`src/rtl/uart_rx_if.sv`:
```
// rtl/uart_rx_if.sv - byte-side handshake bundle of the uart_rx receiver
//
// Purpose: carries the received byte, its valid/ack handshake and the
// receiver status pulses between uart_rx and its consumer.
//
// Signals:
//   data_out   [7:0]  received byte, stable while data_valid is high
//   data_valid        byte available, held until acknowledged
//   data_ack          consumer takes the byte when data_valid && data_ack
//   busy              receiver is inside a frame (not IDLE)
//   frame_err         one-cycle pulse: stop bit sampled low
//   overrun           one-cycle pulse: completed byte dropped
//
// Modports:
//   master  the receiver (drives byte and status, reads data_ack)
//   slave   the consumer (reads byte and status, drives data_ack)

interface uart_rx_if;
  logic [7:0] data_out;
  logic       data_valid;
  logic       data_ack;
  logic       busy;
  logic       frame_err;
  logic       overrun;

  modport master (
    output data_out,
    output data_valid,
    output busy,
    output frame_err,
    output overrun,
    input  data_ack
  );

  modport slave (
    input  data_out,
    input  data_valid,
    input  busy,
    input  frame_err,
    input  overrun,
    output data_ack
  );
endinterface

```
`src/rtl/uart_rx.sv`:
```
// rtl/uart_rx.sv - 8N1 UART byte receiver with glitch filter and valid/ack output
//
// Purpose: deserialises the host line (idle high, LSB first, 8 data bits,
// one stop bit) into bytes, rejects start-bit glitches, flags framing
// errors and overruns, and holds each byte until the consumer acks it.
//
// Parameters:
//   CLKS_PER_BIT  clk cycles per bit period (8..65535)
//
// Ports:
//   clk   rising-edge clock
//   rst   asynchronous active-low reset
//   din   serial line, asynchronous to clk
//   bus   uart_rx_if.master: data_out, data_valid, data_ack, busy,
//         frame_err, overrun
//
// Build option:
//   UART_RX_MAJORITY_EN  when defined, every start/data/stop decision is the
//                        2-of-3 majority of rxs at sample point -1, 0, +1,
//                        and each decision (and its outputs) lands one cycle
//                        later. When undefined, a single sample is used.

module uart_rx #(
  parameter int CLKS_PER_BIT = 868
) (
  input  logic       clk,
  input  logic       rst,
  input  logic       din,
  uart_rx_if.master  bus
);

  localparam logic [15:0] HALF = 16'(CLKS_PER_BIT / 2);
  localparam logic [15:0] LAST = 16'(CLKS_PER_BIT - 1);

  typedef enum logic [2:0] {
    IDLE,
    START,
    DATA,
    STOP,
    BREAK
  } state_t;

  state_t      state;
  state_t      state_next;

  logic        sync1;
  logic        rxs;
  logic [15:0] timer;
  logic [2:0]  idx;
  logic [7:0]  shreg;

  logic        hit;        // timer is at this state's sample point
  logic        decide;     // cycle in which the bit decision is applied
  logic        vote;       // line value used for the decision
  logic        shift_en;
  logic        byte_done;
  logic        frame_bad;

  // Two-flop synchronizer; idles high so reset never looks like a start bit.
  always_ff @(posedge clk or negedge rst) begin
    if (!rst) begin
      sync1 <= 1'b1;
      rxs   <= 1'b1;
    end else begin
      sync1 <= din;
      rxs   <= sync1;
    end
  end

  always_comb begin
    hit = 1'b0;
    case (state)
      START:      hit = (timer == HALF);
      DATA, STOP: hit = (timer == LAST);
      default:    hit = 1'b0;
    endcase
  end

`ifdef UART_RX_MAJORITY_EN
  logic rxs_d1;
  logic rxs_d2;
  logic hit_d;

  // The decision waits one cycle after the sample point so the sample
  // after it is available; the timer still restarts at the sample point,
  // so the bit grid is not stretched by the extra cycle.
  always_ff @(posedge clk or negedge rst) begin
    if (!rst) begin
      rxs_d1 <= 1'b1;
      rxs_d2 <= 1'b1;
      hit_d  <= 1'b0;
    end else begin
      rxs_d1 <= rxs;
      rxs_d2 <= rxs_d1;
      hit_d  <= hit;
    end
  end

  assign decide = hit_d;
  assign vote   = (rxs & rxs_d1) | (rxs & rxs_d2) | (rxs_d1 & rxs_d2);
`else
  assign decide = hit;
  assign vote   = rxs;
`endif

  // State register.
  always_ff @(posedge clk or negedge rst) begin
    if (!rst) begin
      state <= IDLE;
    end else begin
      state <= state_next;
    end
  end

  // Next-state and per-cycle control strobes.
  always_comb begin
    state_next = state;
    shift_en   = 1'b0;
    byte_done  = 1'b0;
    frame_bad  = 1'b0;
    case (state)
      IDLE: begin
        if (!rxs) begin
          state_next = START;
        end
      end
      START: begin
        if (decide) begin
          // A line already back high at mid start bit was a glitch.
          state_next = vote ? IDLE : DATA;
        end
      end
      DATA: begin
        if (decide) begin
          shift_en = 1'b1;
          if (idx == 3'd7) begin
            state_next = STOP;
          end
        end
      end
      STOP: begin
        if (decide) begin
          if (vote) begin
            byte_done  = 1'b1;
            state_next = IDLE;
          end else begin
            frame_bad  = 1'b1;
            state_next = BREAK;
          end
        end
      end
      BREAK: begin
        // Stay out of IDLE until the line recovers, otherwise a held-low
        // line would be re-read as a stream of start bits.
        if (rxs) begin
          state_next = IDLE;
        end
      end
      default: begin
        state_next = IDLE;
      end
    endcase
  end

  // Bit timer and data shifter.
  always_ff @(posedge clk or negedge rst) begin
    if (!rst) begin
      timer <= 16'd0;
      idx   <= 3'd0;
      shreg <= 8'h00;
    end else begin
      if (state == IDLE || state == BREAK || hit) begin
        timer <= 16'd0;
      end else begin
        timer <= timer + 16'd1;
      end

      if (state != DATA) begin
        idx <= 3'd0;
      end else if (shift_en) begin
        idx <= idx + 3'd1;
      end

      if (shift_en) begin
        shreg[idx] <= vote;
      end
    end
  end

  // Output byte register, handshake and status pulses.
  always_ff @(posedge clk or negedge rst) begin
    if (!rst) begin
      bus.data_out   <= 8'h00;
      bus.data_valid <= 1'b0;
      bus.frame_err  <= 1'b0;
      bus.overrun    <= 1'b0;
    end else begin
      bus.frame_err <= frame_bad;
      bus.overrun   <= 1'b0;
      if (byte_done) begin
        // An ack in the completion cycle frees the slot for the new byte.
        if (!bus.data_valid || bus.data_ack) begin
          bus.data_out   <= shreg;
          bus.data_valid <= 1'b1;
        end else begin
          bus.overrun <= 1'b1;
        end
      end else if (bus.data_valid && bus.data_ack) begin
        bus.data_valid <= 1'b0;
      end
    end
  end

  assign bus.busy = (state != IDLE);

endmodule
```
`src/flat_wrapper.sv`:
```
// flat-port wrapper written by rule: the top's interface ports become plain ports
module uart_rx_flat 
#(
  parameter int CLKS_PER_BIT = 868
)
  (clk, rst, din, bus_data_out, bus_data_valid, bus_busy, bus_frame_err, bus_overrun, bus_data_ack);
  uart_rx_if bus_i ();
  input  logic clk;
  input  logic rst;
  input  logic din;
  output wire logic [$bits(bus_i.data_out)-1:0] bus_data_out;
  output wire logic [$bits(bus_i.data_valid)-1:0] bus_data_valid;
  output wire logic [$bits(bus_i.busy)-1:0] bus_busy;
  output wire logic [$bits(bus_i.frame_err)-1:0] bus_frame_err;
  output wire logic [$bits(bus_i.overrun)-1:0] bus_overrun;
  input wire logic [$bits(bus_i.data_ack)-1:0] bus_data_ack;
  assign bus_data_out = bus_i.data_out;
  assign bus_data_valid = bus_i.data_valid;
  assign bus_busy = bus_i.busy;
  assign bus_frame_err = bus_i.frame_err;
  assign bus_overrun = bus_i.overrun;
  assign bus_i.data_ack = bus_data_ack;
  uart_rx #(.CLKS_PER_BIT(CLKS_PER_BIT)) u_core (.clk(clk), .rst(rst), .din(din), .bus(bus_i));
endmodule
```
`config.mk`:
```
export PLATFORM = sky130hd
export DESIGN_NAME = uart_rx_flat
export DESIGN_NICKNAME = d
export VERILOG_FILES = /design/src/rtl/uart_rx_if.sv /design/src/rtl/uart_rx.sv /design/src/flat_wrapper.sv
export SDC_FILE = /design/constraint.sdc
export NUM_CORES = 1
export LEC_CHECK = 0
export BUFFER_PORTS_ARGS = -buffer_cell sky130_fd_sc_hd__buf_4
export CORE_MARGIN = 4
export CORE_UTILIZATION = 53
export CTS_CLUSTER_DIAMETER = 150
export DETAILED_ROUTE_END_ITERATION = 16
export PLACE_DENSITY = 0.81
export SLEW_MARGIN = 20
export SYNTH_ARGS = -nofsm -noshare
export SYNTH_HDL_FRONTEND = slang
export SYNTH_SLANG_ARGS = --single-unit
```
`constraint.sdc`:
```
create_clock -name clk -period 2.1 [get_ports clk]
set_input_delay 0.21 -clock clk [delete_from_list [all_inputs] [get_ports clk]]
set_output_delay 0.21 -clock clk [all_outputs]
set_load 0.02 [all_outputs]
```
==> results by group, run 1 <==
Drt
  – Detailed-router iteration count before antenna repair: 4
  – Total detailed-routing wirelength: 4.53 mm
  – Number of violations reported at the end of detailed-routing iteration 0: 135
  – Antenna-violating nets left: 0
  – Number of remaining DRC errors: 0
  – Vias per cell: 5.94
  – Average routed wire per standard cell: 16.2 um
  – Detailed-route via count: 1662

Global route
  – Initial antenna violation count: 0
  – Pin count of the biggest net entering global routing: 44
  – Leftover overflow at the end of global routing: 0
  – Via count of the first global-routing pass: 1722
  – Wire length of the first global-routing pass: 8.17 mm
  – Global-route usage over all layers: 0.199

Pwr
  – Lkg Pwr: 1.13 nW
  – Power density normalized to cell area: 542 nW/um^2
  – Worst-case vdd ir drop: 0.429 mV
  – Post-layout total power: 0.00143 W

STA
  – Setup-failing EPs final: 2
  – Setup repair after global routing missed its margin: true
  – Skew final: 0.00528 ns
  – Timing-limited maximum frequency: 472 MHz
  – Count of pins over their slew limit: 0
  – Tightest slew margin relative to the limit: 0.643
  – Final TNS setup: -0.0390 ns
  – Fraction of the cycle the final worst path needs: 1.01
  – Final Worst Setup Slack: -0.0199 ns
  – Transition time at the pin with the least slew margin: 0.535 ns
  – Hold Fails Final Rpt: 0
  – Hold Worst Slack: 0.0199 ns
  – Clock period minus worst slack: 2.12 ns

Layout
  – Post-route non-filler standard cell count: 280
  – Sequential Area: 1080 um^2
  – Ratio of cells with drive above 1 in the final layout: 0.348
  – Final-stage net count: 236
  – Area growth, synth to finish: 20.5%
  – Fillers: 300
  – Final antenna diode count: 0
  – Multi-input combinational cell area: 1110 um^2

Synth
  – Number of synthesized register bits: 43
  – Mapped Avg Cell Area: 11.2 um^2
  – Net count of the mapped netlist: 203
  – Count of unique library cells instantiated by Yosys: 48
  – Number of standard cells after synthesis: 196
  – Top FF cell, synth: sky130_fd_sc_hd__dfrtp_1
  – Share of the synthesized area in the top cell type: 0.467
  – Synth Warn #: 0
  – Post-synthesis async set-or-reset flop share: 1.00
  – Ranking of synthesized cells by area: sky130_fd_sc_hd__dfrtp_1 47%, sky130_fd_sc_hd__mux2_2 7.7%, sky130_fd_sc_hd__nand4_1 4.0%, sky130_fd_sc_hd__nor2_1 3.1%, sky130_fd_sc_hd__xnor2_1 2.8%
  – Cell area after synthesis: 2200 um^2
  – Number of enable-type register cells in the synthesized netlist: 0
  – Portion of the post-synthesis area used by sequential elements: 0.491
  – Cell type with the highest aggregate area in the netlist: sky130_fd_sc_hd__dfrtp_1

Worst setup path
  – Reg2Reg Setup Slack: -0.02 ns
  – Critical path capture point type: flop
  – Cells on worst reg2reg path: 4
  – Endpoint of the worst register-to-register path: u_core.idx[0]$_DFFE_PN0P_
  – Critical path launch point: u_core.timer[15]$_DFF_PN0_
  – Category of the most critical setup path: flop to flop
  – Required time of the critical path: 2.33 ns
  – CP Max Fanout: 3
  – Worst flop-to-flop path startpoint: u_core.timer[15]$_DFF_PN0_
  – Launching element type of the critical path: flop
  – Data arrival at the endpoint of the critical path: 2.35 ns

Status
  – Status: complete, but fails checks
  – Failing checks: negative setup slack

CTS
  – Insertion delay of the later-clocked pin in the worst-skew pair: 0.29 ns
  – H-tree lvl count: 2
  – TritonCTS clock tree: done
  – Clock tree root buffer cell: sky130_fd_sc_hd__clkbuf_8
  – Clock sink count: 43
  – Maximum number of buffers from clock root to sink: 2
  – CTS clock-pin slew for the worst setup and hold paths: 0.08 ns
  – Clock buffer count from CTS: 5

Placed design
  – Post-Place Cells: 271
  – Weighted congestion reported at the end of routability-driven placement: 0.828
  – I/O Buffers: 15
  – Detailed Place HPWL: 3.13 mm

Floorplan
  – Area of the placeable core: 4000 um^2
  – Starting Density: 0.549
  – Width of the die: 72.4 um
  – Top-level port count: 16
  – Area enclosed by the die boundary: 5240 um^2
  – Die Ht: 72.4 um
  – Standard-cell rows: 23

Run
  – Count of max-cap constraint violations: 0

Worst hold path
  – Worst min-delay path endpoint: u_core.sync1$_DFF_PN1_
  – Class of the tightest hold or removal check: input port to flop
  – Number of cells traversed by the worst hold path: 1
  – Launch point of the worst hold path: din
-- metrics by stage --
| step | utilization | instance area (um^2) | setup WS, ns |
|---|---|---|---|
| 6_report | 0.661 | 2650 | -0.0199 |
| 5_1_grt | 0.661 | 2650 | -0.0796 |
| 4_1_cts | 0.650 | 2600 | -0.0355 |
| 3_5_place_dp | 0.620 | 2480 | -0.0220 |
| 3_3_place_gp | 0.620 | 2480 | 0.0471 |
| 2_1_floorplan | - | 2210 | -0.0428 |
-- critical path, cell delays in order, from the launching register on --
cell	delay, ns
sky130_fd_sc_hd__dfrtp_1	0.39
sky130_fd_sc_hd__or4_4	0.55
sky130_fd_sc_hd__or4b_4	0.57
sky130_fd_sc_hd__or4_4	0.43
sky130_fd_sc_hd__a21oi_2	0.12
-- repair_timing --
item / 4_1_cts / 5_1_grt
resized for setup: 2 / 9
hold buffers: 1 / 0
hold endpoints to repair: 41 / 0
setup buffers: 0 / 0
setup endpoints to repair: 3 / 30
pin swaps: 0 / 0
-- cells by family (layout without fill, tap and decap cells) --
group | count (synthesis) | after routing | share of synthesized area
and+or+nand+nor | 91 | 91 | 0.256
AOI/OAI and AO/OA | 18 | 18 | 0.0712
buffers and inverters | 12 | 46 | 0.0291
muxes | 17 | 17 | 0.0872
DFF | 43 | 43 | 0.491
xor gates and xnor gates | 12 | 12 | 0.0479
adders and majority gates | 3 | 3 | 0.0171
-- report_power, final --
group | internal (W) | leakage (nW) | switching, W
clock network | 0.000300 | 0.0515 | 0.000274
registers | 0.000831 | 0.579 | 0.00000106
logic | 0.00000733 | 0.496 | 0.0000211
total | 0.00114 | 1.13 | 0.000296
-- worst max path at each step --
stage | end | depth (start not counted)
after global placement | u_core.idx[0]$_DFFE_PN0P_ | 4
after floorplan | u_core.bus.data_out[3]$_DFFE_PN0P_ | 4
after CTS | u_core.idx[0]$_DFFE_PN0P_ | 4
after global routing | u_core.idx[1]$_DFFE_PN0P_ | 5
after detailed placement | u_core.idx[0]$_DFFE_PN0P_ | 4
final | u_core.idx[0]$_DFFE_PN0P_ | 4
-- Yosys cell counts (2+ instances only) --
library cell and instances:
sky130_fd_sc_hd__inv_1 3, sky130_fd_sc_hd__or4b_4 2, sky130_fd_sc_hd__o31ai_1 4, sky130_fd_sc_hd__nand2b_1 3, sky130_fd_sc_hd__xnor2_1 7, sky130_fd_sc_hd__nand3_1 9, sky130_fd_sc_hd__buf_4 2, sky130_fd_sc_hd__nand2_1 9
sky130_fd_sc_hd__nor4_1 5, sky130_fd_sc_hd__a21oi_1 5, sky130_fd_sc_hd__nand3b_1 3, sky130_fd_sc_hd__o21ai_0 2, sky130_fd_sc_hd__mux2_2 15, sky130_fd_sc_hd__or3_1 3, sky130_fd_sc_hd__nor4b_1 5, sky130_fd_sc_hd__nor3_1 5
sky130_fd_sc_hd__clkbuf_1 2, sky130_fd_sc_hd__mux2_1 2, sky130_fd_sc_hd__nand4_1 14, sky130_fd_sc_hd__dfstp_2 2, sky130_fd_sc_hd__and3_1 2, sky130_fd_sc_hd__ha_1 3, sky130_fd_sc_hd__xor2_1 5, sky130_fd_sc_hd__buf_1 3
sky130_fd_sc_hd__nor2_1 18, sky130_fd_sc_hd__dfrtp_1 41
-- layout by cell type, fill, tap and decap left out, drive strengths merged, types with 2 or more instances in the layout --
master / synthesis / routed
inv: 3 / 3
buf: 5 / 34
nand3b: 3 / 3
dfrtp: 41 / 41
nor3: 5 / 5
or3: 3 / 3
dfstp: 2 / 2
or4b: 2 / 2
nand3: 10 / 10
nor2: 18 / 18
nor4b: 6 / 6
o21ai: 2 / 2
xnor2: 7 / 7
and3: 2 / 2
a21oi: 5 / 5
nand4: 14 / 14
nor4: 5 / 5
or4: 2 / 2
mux2: 17 / 17
o31ai: 5 / 5
ha: 3 / 3
xor2: 5 / 5
nand2: 9 / 9
clkbuf: 4 / 8
nand2b: 3 / 3
-- metal layers --
layer	track usage	part of all wire
met5	0	0
met2	0.330	0.51
met4	0.0689	0.016
met3	0.0332	0.035
met1	0.263	0.44
-- sequential cells by signal, summed over array words and instances (netlist names) --
register and cells:
u_core.bus.data_out 8, u_core.bus.frame_err 1, u_core.shreg 8, u_core.sync1 1, u_core.idx 3, u_core.bus.data_valid 1
u_core.rxs 1, u_core.state 3, u_core.timer 16, u_core.bus.overrun 1
-- final cells by class --
type | count | area share
Tap cell | 50 | 0.0237
Sequential cell | 43 | 0.408
Clock buffer | 8 | 0.0378
Multi-Input combinational cell | 141 | 0.419
Timing Repair Buffer | 35 | 0.108
Inverter | 3 | 0.00426
No activity file was read; power rests on OpenSTA's default activity.
==> run 2, diff against run 1 <==
Settings changed: PLACE_DENSITY 0.81 to 0.74.
==> results by group, run 2 (synthesized netlist as in run 1, its figures left out) <==
Status
  – Status: complete, but fails checks (unchanged)
  – Failing checks: negative setup slack (unchanged)

Worst setup path
  – Data arrival at the endpoint of the critical path: 2.34 ns (was 2.35 ns)
  – Worst-path cell chain: or4b_4 -> or4b_4 -> or4_4 -> a21oi_2 (was or4_4 -> or4b_4 -> or4_4 -> a21oi_2)
  – Crit-path most repeated cell: sky130_fd_sc_hd__or4b_4 (was sky130_fd_sc_hd__or4_4)
  – Required time of the critical path: 2.33 ns (about the same)
  – CP Max Fanout: 3 (unchanged)
  – Largest stage delay on the critical path: 0.58 ns (was 0.57 ns)
  – Slowest library cell on the worst path: sky130_fd_sc_hd__or4b_4 (unchanged)
  – Launching element type of the critical path: flop (unchanged)
  – Critical path capture point type: flop (unchanged)
  – Category of the most critical setup path: flop to flop (unchanged)
  – Combined buffer and inverter count along the critical path: 0 (unchanged)
  – Top Family by Delay on Critical Path: simple AND/OR/NAND/NOR gates (unchanged)

STA
  – Clock period minus worst slack: 2.12 ns (about the same)
  – Timing-limited maximum frequency: 472 MHz (about the same)
  – Fraction of the cycle the final worst path needs: 1.01 (about the same)
  – Count of pins over their slew limit: 0 (unchanged)
  – Setup-failing EPs final: 1 (was 2)
  – Skew final: 0.00530 ns (was 0.00528 ns)
  – Setup repair after global routing missed its margin: true (unchanged)
  – Tightest slew margin relative to the limit: 0.641 (was 0.643)
  – Final TNS setup: -0.0171 ns (was -0.0390 ns)
  – Final Worst Setup Slack: -0.0171 ns (was -0.0199 ns)
  – Hold Fails Final Rpt: 0 (unchanged)
  – Transition time at the pin with the least slew margin: 0.538 ns (was 0.535 ns)

CTS
  – Maximum number of buffers from clock root to sink: 2 (unchanged)
  – CTS clock-pin slew for the worst setup and hold paths: 0.08 ns (about the same)
  – Clock sink count: 43 (unchanged)
  – TritonCTS clock tree: done (unchanged)
  – Clock buffer count from CTS: 5 (unchanged)
  – H-tree lvl count: 2 (unchanged)
  – Post-CTS setup buffers: 0 (unchanged)
  – Clock tree root buffer cell: sky130_fd_sc_hd__clkbuf_8 (unchanged)
  – Insertion delay of the later-clocked pin in the worst-skew pair: 0.29 ns (about the same)

Drt
  – Average routed wire per standard cell: 16.3 um (was 16.2 um)
  – Detailed-router iteration count before antenna repair: 4 (unchanged)
  – Vias per cell: 5.95 (was 5.94)
  – Total detailed-routing wirelength: 4.54 mm (was 4.53 mm)
  – Number of remaining DRC errors: 0 (unchanged)
  – Antenna-violating nets left: 0 (unchanged)
  – Number of violations reported at the end of detailed-routing iteration 0: 211 (was 135)
  – Detailed-route via count: 1655 (was 1662)

Global route
  – Global-route usage over all layers: 0.193 (was 0.199)
  – Leftover overflow at the end of global routing: 0 (unchanged)
  – Wire length of the first global-routing pass: 7.87 mm (was 8.17 mm)
  – Via count of the first global-routing pass: 1724 (was 1722)
  – Pin count of the biggest net entering global routing: 44 (unchanged)
  – Initial antenna violation count: 0 (unchanged)

Pwr
  – Lkg Pwr: 1.12 nW (was 1.13 nW)
  – Switching share of total power: 0.199 (was 0.206)
  – Share of power burned in registers: 0.548 (was 0.580)
  – Worst-case vdd ir drop: 0.433 mV (was 0.429 mV)
  – Proportion of power drawn by combinational gates: 0.015 (was 0.020)
  – Internal Dissipation: 0.00122 W (was 0.00114 W)
  – Power density normalized to cell area: 578 nW/um^2 (was 542 nW/um^2)
  – Switching Power: 0.000303 W (was 0.000296 W)
  – Fraction of power consumed by the clock network: 0.437 (was 0.400)
  – Post-layout total power: 0.00152 W (was 0.00143 W)

Layout
  – Final-stage net count: 234 (was 236)
  – Largest reg by FF count: u_core.timer (unchanged)
  – Commonest non-fill, non-tap cells in the layout: 41 x sky130_fd_sc_hd__dfrtp_1, 30 x sky130_fd_sc_hd__buf_4, 18 x sky130_fd_sc_hd__nor2_1 (was 41 x sky130_fd_sc_hd__dfrtp_1, 31 x sky130_fd_sc_hd__buf_4, 18 x sky130_fd_sc_hd__nor2_1)
  – Registers with the most flip-flops: u_core.timer (16), u_core.bus.data_out (8), u_core.shreg (8) (unchanged)
  – Commonest non-fill, non-tap cell in the layout: sky130_fd_sc_hd__dfrtp_1 (unchanged)
  – Number of flip-flops in the largest register: 16 (unchanged)
  – Area growth, synth to finish: 20.2% (was 20.5%)
  – Fin area: 2640 um^2 (was 2650 um^2)
  – Final antenna diode count: 0 (unchanged)
  – Ratio of cells with drive above 1 in the final layout: 0.346 (was 0.348)

Floorplan
  – Width of the die: 72.4 um (unchanged)
  – Top-level port count: 16 (unchanged)
  – Die Ht: 72.4 um (unchanged)
  – Standard-cell rows: 23 (unchanged)
  – Area of the placeable core: 4000 um^2 (unchanged)
  – Starting Density: 0.549 (unchanged)
  – Area enclosed by the die boundary: 5240 um^2 (unchanged)

Worst hold path
  – Class of the tightest hold or removal check: input port to flop (unchanged)

Placed design
  – Placed cell areas: 2470 um^2 (was 2480 um^2)
  – I/O Buffers: 15 (unchanged)
  – Weighted congestion reported at the end of routability-driven placement: 0.853 (was 0.828)
  – Detailed Place HPWL: 3.21 mm (was 3.13 mm)

Run
  – Count of max-cap constraint violations: 0 (unchanged)
-- run 2: worst paths after layout --
kind,start,to,slack [ns],depth (start not counted)
worst max-delay path,u_core.timer[10]$_DFF_PN0_,u_core.idx[0]$_DFFE_PN0P_,-0.02,4
worst max register to register,u_core.timer[10]$_DFF_PN0_,u_core.idx[0]$_DFFE_PN0P_,-0.02,4
worst min register to register,u_core.sync1$_DFF_PN1_,u_core.rxs$_DFF_PN1_,0.36,0
worst min-delay path,din,u_core.sync1$_DFF_PN1_,0.02,1
max in group asynchronous,rst,u_core.sync1$_DFF_PN1_,1.29,2
min in group asynchronous,rst,u_core.bus.data_out[2]$_DFFE_PN0P_,0.43,2
-- run 2: cell type report --
cell class	instances	area (um^2)
Fill cell	297	1360
Timing Repair Buffer	33	267
Inverter	3	11.3
Clock inverter	2	35.0
Tap cell	50	62.6
Multi-Input combinational cell	141	1100
Clock buffer	6	82.6
Sequential cell	43	1080
-- run 2: power by group through the flow --
stage / combinational, W / sequential (W) / clock, W
2_1_floorplan: 0.00000427 / 0.000848 / 0
3_3_place_gp: 0.0000221 / 0.000851 / 0
3_5_place_dp: 0.0000227 / 0.000851 / 0
4_1_cts: 0.0000243 / 0.000835 / 0.000674
5_1_grt: 0.0000274 / 0.000836 / 0.000723
6_report: 0.0000231 / 0.000835 / 0.000666
-- run 2: routing by layer --
layer  vias up  track usage  wire length (um)
met4         0       0.0710                65
met1       831        0.233              1940
met2        35        0.336              2360
li1        782            -                 -
met3         7       0.0429               166
met5         -            0                 0
-- run 2: repair_timing --
item,CTS,global route
hold buffers,1,0
endpoints found under the hold margin,41,0
gates resized for setup,3,6
endpoints found under the setup margin,1,31
-- run 2: per-stage QoR --
| stage | util | setup WS, ns | cells | hold WS (ns) |
|---|---|---|---|---|
| after global routing | 0.660 | -0.0852 | 278 | 0.00170 |
| after floorplan | - | -0.0428 | 196 | -0.0856 |
| after CTS | 0.652 | -0.0466 | 278 | 0.0128 |
| after detailed placement | 0.617 | -0.0348 | 269 | 0.228 |
| final | 0.660 | -0.0171 | 278 | 0.0192 |
| after global placement | 0.617 | 0.0393 | 269 | 0.220 |
==> run 3, diff against run 2 <==
Settings changed: HOLD_SLACK_MARGIN set to 0.15, SETUP_SLACK_MARGIN set to 0.5.
==> results by group, run 3 (synthesized netlist as in run 1, its figures left out) <==
Pwr
  – Internal Dissipation: 0.00122 W (about the same)
  – Fraction of power consumed by the clock network: 0.436 (was 0.437)
  – Power density normalized to cell area: 564 nW/um^2 (was 578 nW/um^2)
  – Switching Power: 0.000303 W (about the same)
  – Proportion of power drawn by combinational gates: 0.016 (was 0.015)
  – Share of power burned in registers: 0.548 (about the same)
  – Switching share of total power: 0.198 (was 0.199)
  – Worst-case vdd ir drop: 0.377 mV (was 0.433 mV)
  – Lkg Pwr: 1.16 nW (was 1.12 nW)
  – Post-layout total power: 0.00153 W (was 0.00152 W)

Worst setup path
  – Category of the most critical setup path: flop to flop (unchanged)
  – Data arrival at the endpoint of the critical path: 2.34 ns (about the same)
  – Launching element type of the critical path: flop (unchanged)
  – Critical path capture point type: flop (unchanged)
  – CP Max Fanout: 3 (unchanged)
  – Cells on worst reg2reg path: 4 (unchanged)
  – Required time of the critical path: 2.33 ns (about the same)

Layout
  – Final-stage net count: 239 (was 234)
  – Commonest non-fill, non-tap cells in the layout: 41 x sky130_fd_sc_hd__dfrtp_1, 30 x sky130_fd_sc_hd__buf_4, 18 x sky130_fd_sc_hd__nor2_1 (unchanged)
  – Final antenna diode count: 0 (unchanged)
  – Ratio of cells with drive above 1 in the final layout: 0.361 (was 0.346)
  – Number of flip-flops in the largest register: 16 (unchanged)
  – Largest reg by FF count: u_core.timer (unchanged)
  – Area growth, synth to finish: 23.2% (was 20.2%)
  – Registers with the most flip-flops: u_core.timer (16), u_core.bus.data_out (8), u_core.shreg (8) (unchanged)
  – Commonest non-fill, non-tap cell in the layout: sky130_fd_sc_hd__dfrtp_1 (unchanged)

Status
  – Failing checks: negative setup slack (unchanged)
  – Status: complete, but fails checks (unchanged)

Global route
  – Initial antenna violation count: 0 (unchanged)
  – Leftover overflow at the end of global routing: 0 (unchanged)
  – Pin count of the biggest net entering global routing: 44 (unchanged)
  – Via count of the first global-routing pass: 1670 (was 1724)
  – Wire length of the first global-routing pass: 7.76 mm (was 7.87 mm)
  – Global-route usage over all layers: 0.188 (was 0.193)

Worst hold path
  – Class of the tightest hold or removal check: input port to flop (unchanged)
  – Number of cells traversed by the worst hold path: 3 (was 1)

Floorplan
  – Area enclosed by the die boundary: 5240 um^2 (unchanged)
  – Width of the die: 72.4 um (unchanged)
  – Starting Density: 0.549 (unchanged)
  – Area of the placeable core: 4000 um^2 (unchanged)
  – Standard-cell rows: 23 (unchanged)
  – Die Ht: 72.4 um (unchanged)
  – Top-level port count: 16 (unchanged)

Placed design
  – Detailed Place HPWL: 3.13 mm (was 3.21 mm)
  – I/O Buffers: 15 (unchanged)
  – Weighted congestion reported at the end of routability-driven placement: 0.911 (was 0.853)

CTS
  – Insertion delay of the later-clocked pin in the worst-skew pair: 0.30 ns (was 0.29 ns)
  – Clock tree root buffer cell: sky130_fd_sc_hd__clkbuf_8 (unchanged)
  – Clock sink count: 43 (unchanged)
  – CTS clock-pin slew for the worst setup and hold paths: 0.08 ns (about the same)
  – H-tree lvl count: 2 (unchanged)
  – TritonCTS clock tree: done (unchanged)
  – Maximum number of buffers from clock root to sink: 2 (unchanged)
  – Clock buffer count from CTS: 5 (unchanged)

Drt
  – Average routed wire per standard cell: 15.9 um (was 16.3 um)
  – Detailed-route via count: 1653 (was 1655)
  – Antenna-violating nets left: 0 (unchanged)
  – Total detailed-routing wirelength: 4.50 mm (was 4.54 mm)
  – Detailed-router iteration count before antenna repair: 4 (unchanged)
  – Vias per cell: 5.84 (was 5.95)
  – Number of remaining DRC errors: 0 (unchanged)
  – Number of violations reported at the end of detailed-routing iteration 0: 139 (was 211)

STA
  – Setup-failing EPs final: 3 (was 1)
  – Fraction of the cycle the final worst path needs: 1.01 (about the same)
  – Tightest slew margin relative to the limit: 0.642 (was 0.641)
  – Hold Fails Final Rpt: 0 (unchanged)
  – Transition time at the pin with the least slew margin: 0.537 ns (was 0.538 ns)
  – Setup repair after global routing missed its margin: true (unchanged)
  – Clock period minus worst slack: 2.11 ns (was 2.12 ns)
  – Skew final: 0.00624 ns (was 0.00530 ns)
  – Count of pins over their slew limit: 0 (unchanged)
  – Final TNS setup: -0.0250 ns (was -0.0171 ns)
  – Final Worst Setup Slack: -0.0129 ns (was -0.0171 ns)
  – Timing-limited maximum frequency: 473 MHz (was 472 MHz)

Run
  – Count of max-cap constraint violations: 0 (unchanged)
==> run 3: cell count changes in the layout (fill, tap and decap cells not counted), sizes merged <==
cell,previous run,this run
dlygate4sd3,1,2
buf,32,36
==> run 3: repair_timing <==
action,CTS,global route
cloned,1,0
hold buffers,2,0
resized for setup,7,9
pin swaps,2,1
buffers inserted,1,2
endpoints found under the setup margin,42,42
endpoints found under the hold margin,42,0
==> run 3: layout make-up <==
class	instances	area, um^2
Inverter	3	11.3
Fill cell	308	1290
Sequential cell	43	1080
Clock inverter	2	35.0
Timing Repair Buffer	38	322
Clock buffer	6	82.6
Tap cell	50	62.6
Multi-Input combinational cell	141	1110
==> run 3: final timing paths <==
kind                       slack (ns)                           endpoint                        from
hold / removal                   0.24       u_core.bus.overrun$_DFF_PN0_                bus_data_ack
min in group asynchronous        0.43  u_core.bus.data_valid$_DFFE_PN0P_                         rst
hold reg to reg                  0.36               u_core.rxs$_DFF_PN1_      u_core.sync1$_DFF_PN1_
max in group asynchronous        1.30          u_core.timer[0]$_DFF_PN0_                         rst
setup reg to reg                -0.01          u_core.idx[0]$_DFFE_PN0P_  u_core.timer[12]$_DFF_PN0_
setup / recovery                -0.01          u_core.idx[0]$_DFFE_PN0P_  u_core.timer[12]$_DFF_PN0_
==> run 3: power by group through the flow <==
stage / clock network (W) / logic (W) / registers [W]
floorplan: 0 / 0.00000427 / 0.000848
global placement: 0 / 0.0000220 / 0.000851
detailed placement: 0 / 0.0000231 / 0.000851
CTS: 0.000679 / 0.0000263 / 0.000835
global route: 0.000715 / 0.0000292 / 0.000836
finish: 0.000665 / 0.0000250 / 0.000835
==> run 3: metrics by stage <==
step | setup WS [ns] | area (um^2) | util | std cells | hold slack (ns)
final | -0.0129 | 2710 | 0.676 | 283 | 0.240
after global routing | -0.0750 | 2710 | 0.676 | 283 | 0.247
after CTS | 0.00224 | 2660 | 0.664 | 281 | 0.227
after detailed placement | -0.0170 | 2470 | 0.617 | 269 | 0.231
after global placement | 0.0382 | 2470 | 0.617 | 269 | 0.218
after floorplan | -0.0399 | 2210 | - | 196 | -0.0856
==> run 3: critical path, cell delays in order (launching register included) <==
cell	delay (ns)
sky130_fd_sc_hd__dfrtp_1	0.38
sky130_fd_sc_hd__or4_4	0.55
sky130_fd_sc_hd__or4b_4	0.56
sky130_fd_sc_hd__or4_1	0.43
sky130_fd_sc_hd__a21oi_2	0.12
==> run 3: per-layer routing <==
| metal | vias up | wire, um | share of wire | track usage |
|---|---|---|---|---|
| met5 | - | 0 | 0 | 0 |
| met4 | 0 | 81 | 0.018 | 0.0647 |
| met3 | 7 | 218 | 0.048 | 0.0429 |
| met2 | 37 | 2220 | 0.49 | 0.309 |
| met1 | 816 | 1980 | 0.44 | 0.245 |
| li1 | 793 | - | - | - |
